File: src/rtl/mem_stage_pkg.sv
// Shared types and constants for the memory-access stage.
//   mem_state_t    : stage FSM states (IDLE, BUS, DONE)
//   mem_size_t     : access width decoded from the instruction
//   instructions_t : one-hot decode flags from the decoder
//   regvpair_t     : register operands (rs2 carries store data)
//   EXC_*          : trap cause codes reported on exc_cause
package mem_stage_pkg;

    typedef enum logic [1:0] {
        IDLE,
        BUS,
        DONE
    } mem_state_t;

    typedef enum logic [1:0] {
        SZ_BYTE,
        SZ_HALF,
        SZ_WORD
    } mem_size_t;

    typedef struct packed {
        logic lb;
        logic lh;
        logic lw;
        logic lbu;
        logic lhu;
        logic sb;
        logic sh;
        logic sw;
        logic add;
        logic sub;
        logic other;
    } instructions_t;

    typedef struct packed {
        logic [31:0] rs1;
        logic [31:0] rs2;
    } regvpair_t;

    localparam logic [3:0] EXC_LD_MISALIGN = 4'd4;
    localparam logic [3:0] EXC_LD_FAULT    = 4'd5;
    localparam logic [3:0] EXC_ST_MISALIGN = 4'd6;
    localparam logic [3:0] EXC_ST_FAULT    = 4'd7;

    function automatic logic is_load(input instructions_t i);
        return i.lb | i.lh | i.lw | i.lbu | i.lhu;
    endfunction

    function automatic logic is_store(input instructions_t i);
        return i.sb | i.sh | i.sw;
    endfunction

    function automatic logic is_unsigned_load(input instructions_t i);
        return i.lbu | i.lhu;
    endfunction

    function automatic mem_size_t access_size(input instructions_t i);
        if (i.lb | i.lbu | i.sb) return SZ_BYTE;
        if (i.lh | i.lhu | i.sh) return SZ_HALF;
        return SZ_WORD;
    endfunction

    function automatic logic is_misaligned(input mem_size_t s, input logic [1:0] a);
        case (s)
            SZ_HALF: return a[0];
            SZ_WORD: return a != 2'b00;
            default: return 1'b0;
        endcase
    endfunction

endpackage

File: src/rtl/mem_stage_load_align.sv
// Combinational load-data alignment, shared with the core's AMO path.
//   rdata       : 32-bit word returned by the bus
//   addr_lo     : byte offset of the access inside the word
//   size        : access width
//   is_unsigned : 1 = zero-extend, 0 = sign-extend (ignored for words)
//   value       : selected lane, extended to 32 bits
module mem_stage_load_align
    import mem_stage_pkg::*;
(
    input  logic [31:0] rdata,
    input  logic [1:0]  addr_lo,
    input  mem_size_t   size,
    input  logic        is_unsigned,
    output logic [31:0] value
);

    logic [7:0]  byte_lane;
    logic [15:0] half_lane;
    logic        sign_bit;

    // NOTE: every signal written here gets a value before any branch, so no latch is inferred.
    always_comb begin
        byte_lane = rdata[7:0];
        half_lane = addr_lo[1] ? rdata[31:16] : rdata[15:0];
        value     = rdata;
        sign_bit  = 1'b0;

        case (addr_lo)
            2'd1:    byte_lane = rdata[15:8];
            2'd2:    byte_lane = rdata[23:16];
            2'd3:    byte_lane = rdata[31:24];
            default: byte_lane = rdata[7:0];
        endcase

        case (size)
            SZ_BYTE: begin
                sign_bit = byte_lane[7] & ~is_unsigned;
                value    = {{24{sign_bit}}, byte_lane};
            end
            SZ_HALF: begin
                sign_bit = half_lane[15] & ~is_unsigned;
                value    = {{16{sign_bit}}, half_lane};
            end
            default: value = rdata;
        endcase
    end

endmodule

File: src/rtl/mem_stage.sv
// Memory-access stage downstream of the execute ALU.
// Ports:
//   clk, rstn        : clock, synchronous active-low reset
//   enabled          : 1-cycle start pulse; instr/register/alu_result valid with it
//   instr, register  : decode flags and operands (rs2 = store data)
//   alu_result       : effective address for loads/stores, rd value otherwise
//   completed        : 1-cycle pulse, result/exc_* valid
//   result           : rd write value (load data, 0 for stores, alu_result otherwise)
//   exc_valid/cause/tval : exception flag, cause code and faulting address
//   mem_*            : single-beat valid/ready bus (word address, lane-replicated data, byte strobes)
// TIMEOUT_CYCLES bounds how long mem_valid may stay up before an access fault; 0 disables it.
module mem_stage
    import mem_stage_pkg::*;
#(
    parameter int unsigned TIMEOUT_CYCLES = 0
) (
    input  logic          clk,
    input  logic          rstn,
    input  logic          enabled,
    input  instructions_t instr,
    input  regvpair_t     register,
    input  logic [31:0]   alu_result,
    output logic          completed,
    output logic [31:0]   result,
    output logic          exc_valid,
    output logic [3:0]    exc_cause,
    output logic [31:0]   exc_tval,
    output logic          mem_valid,
    input  logic          mem_ready,
    output logic          mem_we,
    output logic [31:0]   mem_addr,
    output logic [31:0]   mem_wdata,
    output logic [3:0]    mem_wstrb,
    input  logic [31:0]   mem_rdata
);

    mem_state_t  state_q, state_d;

    // Request registers kept for the duration of the bus access.
    logic [1:0]  req_lo;
    mem_size_t   req_size;
    logic        req_unsigned;
    logic [31:0] tmo_cnt;

    // Decode of the incoming instruction.
    logic        in_load, in_store, in_mem, in_misaligned;
    mem_size_t   in_size;
    logic [31:0] st_wdata;
    logic [3:0]  st_wstrb;

    // FSM strobes.
    logic        take_req, finish_imm, bus_ok, bus_tmo, tmo_hit;
    logic [31:0] load_value;

    logic unused_inputs;
    assign unused_inputs = ^{register.rs1, instr.add, instr.sub, instr.other};

    always_comb begin
        in_load       = is_load(instr);
        in_store      = is_store(instr);
        in_mem        = in_load | in_store;
        in_size       = access_size(instr);
        in_misaligned = in_mem && is_misaligned(in_size, alu_result[1:0]);
        case (in_size)
            SZ_BYTE: begin
                st_wdata = {4{register.rs2[7:0]}};
                st_wstrb = 4'b0001 << alu_result[1:0];
            end
            SZ_HALF: begin
                st_wdata = {2{register.rs2[15:0]}};
                st_wstrb = 4'b0011 << alu_result[1:0];
            end
            default: begin
                st_wdata = register.rs2;
                st_wstrb = 4'b1111;
            end
        endcase
    end

    // Ready on the same edge as the timeout wins because it is tested first below.
    assign tmo_hit = (TIMEOUT_CYCLES != 0) && (tmo_cnt == 32'(TIMEOUT_CYCLES - 1));

    always_comb begin
        state_d    = state_q;
        take_req   = 1'b0;
        finish_imm = 1'b0;
        bus_ok     = 1'b0;
        bus_tmo    = 1'b0;
        case (state_q)
            IDLE: begin
                if (enabled) begin
                    if (in_mem && !in_misaligned) begin
                        take_req = 1'b1;
                        state_d  = BUS;
                    end else begin
                        finish_imm = 1'b1;
                    end
                end
            end
            BUS: begin
                if (mem_ready) begin
                    bus_ok  = 1'b1;
                    state_d = DONE;
                end else if (tmo_hit) begin
                    bus_tmo = 1'b1;
                    state_d = DONE;
                end
            end
            DONE:    state_d = IDLE;
            default: state_d = IDLE;
        endcase
    end

    // NOTE: reset is sampled on the clock edge only, and all state uses non-blocking assignments.
    always_ff @(posedge clk) begin
        if (!rstn) state_q <= IDLE;
        else       state_q <= state_d;
    end

    always_ff @(posedge clk) begin
        if (!rstn) begin
            completed    <= 1'b0;
            result       <= '0;
            exc_valid    <= 1'b0;
            exc_cause    <= '0;
            exc_tval     <= '0;
            mem_valid    <= 1'b0;
            mem_we       <= 1'b0;
            mem_addr     <= '0;
            mem_wdata    <= '0;
            mem_wstrb    <= '0;
            req_lo       <= '0;
            req_size     <= SZ_WORD;
            req_unsigned <= 1'b0;
            tmo_cnt      <= '0;
        end else begin
            // completed is set on the edge entering DONE (or the immediate path) and
            // falls again one cycle later, giving a single-cycle pulse.
            completed <= finish_imm | bus_ok | bus_tmo;
            exc_valid <= 1'b0;

            if (take_req) begin
                mem_valid    <= 1'b1;
                mem_we       <= in_store;
                mem_addr     <= {alu_result[31:2], 2'b00};
                mem_wdata    <= in_store ? st_wdata : 32'h0;
                mem_wstrb    <= in_store ? st_wstrb : 4'b0000;
                req_lo       <= alu_result[1:0];
                req_size     <= in_size;
                req_unsigned <= is_unsigned_load(instr);
                tmo_cnt      <= '0;
            end

            if (finish_imm) begin
                if (in_mem) begin
                    result    <= '0;
                    exc_valid <= 1'b1;
                    exc_cause <= in_store ? EXC_ST_MISALIGN : EXC_LD_MISALIGN;
                    exc_tval  <= alu_result;
                end else begin
                    result <= alu_result;
                end
            end

            if (state_q == BUS) begin
                if (bus_ok || bus_tmo) begin
                    mem_valid <= 1'b0;
                    mem_we    <= 1'b0;
                    mem_wstrb <= 4'b0000;
                end else begin
                    tmo_cnt <= tmo_cnt + 32'd1;
                end
                if (bus_ok) begin
                    result <= mem_we ? 32'h0 : load_value;
                end else if (bus_tmo) begin
                    result    <= '0;
                    exc_valid <= 1'b1;
                    exc_cause <= mem_we ? EXC_ST_FAULT : EXC_LD_FAULT;
                    exc_tval  <= {mem_addr[31:2], req_lo};
                end
            end
        end
    end

    mem_stage_load_align u_load_align (
        .rdata       (mem_rdata),
        .addr_lo     (req_lo),
        .size        (req_size),
        .is_unsigned (req_unsigned),
        .value       (load_value)
    );

endmodule
File: config.mk
export PLATFORM = sky130hd
export DESIGN_NAME = mem_stage
export DESIGN_NICKNAME = d
export VERILOG_FILES = /design/src/rtl/mem_stage_pkg.sv /design/src/rtl/mem_stage_load_align.sv /design/src/rtl/mem_stage.sv
export SDC_FILE = /design/constraint.sdc
export NUM_CORES = 1
export LEC_CHECK = 0
export CORE_ASPECT_RATIO = 0.9
export CORE_MARGIN = 4
export CORE_UTILIZATION = 38
export CTS_CLUSTER_DIAMETER = 60
export DETAILED_ROUTE_END_ITERATION = 6
export GPL_ROUTABILITY_DRIVEN = 0
export PLACE_DENSITY = 0.71
export SLEW_MARGIN = 20
export SYNTH_ARGS = -nofsm -noshare
export SYNTH_HDL_FRONTEND = slang
export SYNTH_SLANG_ARGS = --single-unit
File: constraint.sdc
create_clock -name clk -period 2.9 [get_ports clk]
set_input_delay 0.87 -clock clk [delete_from_list [all_inputs] [get_ports clk]]
set_output_delay 0.87 -clock clk [all_outputs]
set_load 0.02 [all_outputs]
==> flow_summary_export.csv <==
group,metric,value,unit
outcome,run_status,"finished clean",
floorplan,design.portCount,283,
min_path,hold_path.class,"flip-flop to flip-flop",
timing,timing.fmax,418,MHz
synthesis,avgSynthCellArea,8.49,um2
route,firstDrtPassIters,5,
critical_path,worst_path_dominant_cell_family,"buffers and inverters",
synthesis,synth.yosys.seq_area_share,45.9,%
pwr,power.leakage,3.37,nW
cts,cts_made_buffers,17,
route,detail-route-antenna-nets,0,
placement,place_area,8960,um2
route,remaining_drc_errors,0,
timing,skew,0.00551,ns
final_layout,most-common-layout-cells,"242 x clkdlybuf4s50_1, 165 x nand2_1, 143 x dfxtp_1",
critical_path,cp.arrival,2.71,ns
final_layout,multiInputGateArea,3100,um2
route,detail_route.wirelength,22500,um
route,routed-via-count,6231,
route,wl_per_cell,19.0,um
global_routing,gr-total-overflow,0,
min_path,hold_path.startpoint,"exc_tval[30]",
placement,detailedPlace.worstSlack,0.0874,ns
synthesis,synth_enable_flop_cells,0,
timing,report.final.setup_viol,0,
synthesis,synth_top_cells_by_area,"dfxtp_1 46%, nand2_1 9.9%, a21boi_0 6.6%",
floorplan,initial_core_util,38.7,%
timing,drv_slew,0,
global_routing,pin_count_of_the_biggest_net_entering_global_routing,104,
critical_path,worst_setup_end_kind,"flip-flop",
cts,cts_root_buffer,"clkbuf_16",
route,detail_route.vias_per_cell,5.28,
critical_path,cpMaxStageDelayCell,"clkdlybuf4s50_1",
pwr,power_density,553,nW/um2
cts,clock_tree_from_tritoncts,"yes",
timing,timing_hold_violations_final,0,
critical_path,worst_ep_required_time,3.21,ns
final_layout,finalCoreUtilization,59.0,%
critical_path,crit_start,"instr[6]",
timing,setup_total_negative_slack,0,ns
timing,max_slew_margin,38.0,%
synthesis,synth_largest_type_area_fraction,45.9,%
floorplan,fp.dieArea,18500,um2
critical_path,critical_path.max_stage_delay,0.56,ns
critical_path,crit_path_max_fanout,21,
global_routing,gr-usage-all-layers,23.7,%
run,max_cap_violations,0,
timing,setup_slack_of_the_critical_path_after_layout,0.505,ns
critical_path,timing.rr.start,"req_size[0]",
cts,clock_path_buffers,2,
global_routing,antenna_violations_before_repair,0,
timing,post-route-min-period,2.39,ns
final_layout,layout-drive-gt1-share,8.02,%
critical_path,crit_type,"primary input to flip-flop",
synthesis,synth_cell_types,42,
final_layout,final_common_cell,"clkdlybuf4s50_1",
final_layout,final_design_area_no_fill,9520,um2
synthesis,ys.warnings.count,0,
global_routing,grt_first_pass_wirelength,34000,um
critical_path,combined_buffer_and_inverter_count_along_the_critical_path,2,
cts,worst_skew_pair.late_latency,0.42,ns
cts,htree_levels,4,
placement,dp_hpwl,16400,um
final_layout,nets,1104,
cts,cts_num_sinks,143,
final_layout,area_delta_synth_final,52.5,%
placement,port-buffer-count,243,
cts,holdBufCountCts,0,
synthesis,yosysTopAreaCell,"dfxtp_1",
timing,tightest_slew,0.930,ns
cts,clk_pin_slew,0.06,ns
route,initialDrtViolationCount,503,
global_routing,number_of_global_route_vias_before_repair,6041,
pwr,ir_worst_vdd,0.000448,V
synthesis,synthCells,735,
critical_path,cells_traversed_along_the_worst_timing_path,"clkdlybuf4s50_1, nor3_4, a21oi_1, a211o_1, buf_4, nand2_1, a21boi_0",
timing,layout_worst_path_cycle_share,82.6,%
final_layout,nFillCells,1477,
critical_path,crit_path_start_kind,"primary input",
final_layout,total_inserted_antenna_cells,0,
synthesis,number_of_register_bits_inferred_by_synthesis,143,
floorplan,die_x,143,um
floorplan,die_y_extent,130,um
cts,cts_setup_buffers,0,
cts,cts-resized-gates,0,
timing,grt_setup_unrepaired,"false",
floorplan,floorplan.rows,44,
synthesis,predominant_post_synthesis_flop_cell,"dfxtp_1",
final_layout,sequential_cell_area,2860,um2
synthesis,post_synth_arst_share,0,%
synthesis,synthesis.area,6240,um2
floorplan,core_region_area,16100,um2
through the flow:
stage / instances / hold slack, ns / power, mW
after detailed placement: 1149 / 0.445 / 3.24
after global routing: 1180 / 0.470 / 5.49
final: 1180 / 0.453 / 5.26
after global placement: 1149 / 0.441 / 3.23
after CTS: 1180 / 0.453 / 5.30
after floorplan: 738 / 0.465 / 2.70
worst register-to-register path: cells and delay by family (launching register included):
family | cells | cell delay (ns)
AND/OR/NAND/NOR | 2 | 1.00
AO/OA/AOI/OAI | 3 | 0.52
flip-flops | 1 | 0.44
final timing paths:
kind / end / slack [ns] / cells after the start
setup / recovery: exc_tval[15] / 0.51 / 7
hold / removal: exc_tval[30] / 0.45 / 2
setup reg to reg: result[10] / 0.86 / 5
hold reg to reg: exc_tval[30] / 0.45 / 2
state kept, by name, indices dropped and copies added (netlist names), 2 cells and up:
name,count
exc_cause,2
exc_tval,32
mem_addr,30
mem_wdata,32
mem_wstrb,4
req_lo,2
req_size,2
result,32
state_q,2
cells in the mapped netlist, drive strengths merged (2+ instances only):
master     n
a211oi     2
a21boi    66
a21oi     19
a221oi    25
a22o      15
a22oi     26
a2bb2oi    7
a31oi     15
and2       3
buf       30
clkbuf    39
dfxtp    143
mux2      10
mux2i      8
nand2    165
nand2b     4
nand3      8
nor2      38
nor2b     29
nor3      27
nor3b      3
o211ai     2
o21a      13
o21ai     18
o221ai     7
or3        5
report_power, final:
part | switching (mW) | internal [mW] | leakage (nW) | total, mW
sequential | 0.0698 | 2.08 | 1.17 | 2.15
combinational | 0.535 | 0.517 | 1.95 | 1.05
clock | 0.846 | 1.21 | 0.253 | 2.06
total | 1.45 | 3.81 | 3.37 | 5.26
cells by family after synthesis:
family | after synthesis | synth area share (%)
buffers and inverters | 70 | 4.93
muxes | 18 | 3.09
DFF | 143 | 45.9
AOI/OAI and AO/OA | 217 | 25.7
xor gates and xnor gates | 1 | 0.140
other | 1 | 0.0601
and+or+nand+nor | 285 | 20.2
per-layer routing:
metal,wire length [um],share of wire (%),track usage (%),vias up
met1,9490,42,29.5,2926
met4,405,1.8,6.93,0
li1,-,-,-,3027
met2,10300,46,38.7,251
met3,2260,10,8.86,27
met5,0,0,0,-
area by class of cell:
type,count,share of cell area [%]
clock buffer,21,4.84
inverter,1,0.0394
multi-input combinational,525,32.6
clock inverter,10,0.947
tap,207,2.72
timing repair buffer,273,28.8
sequential,143,30.1
(Power assumes the default switching activity.)
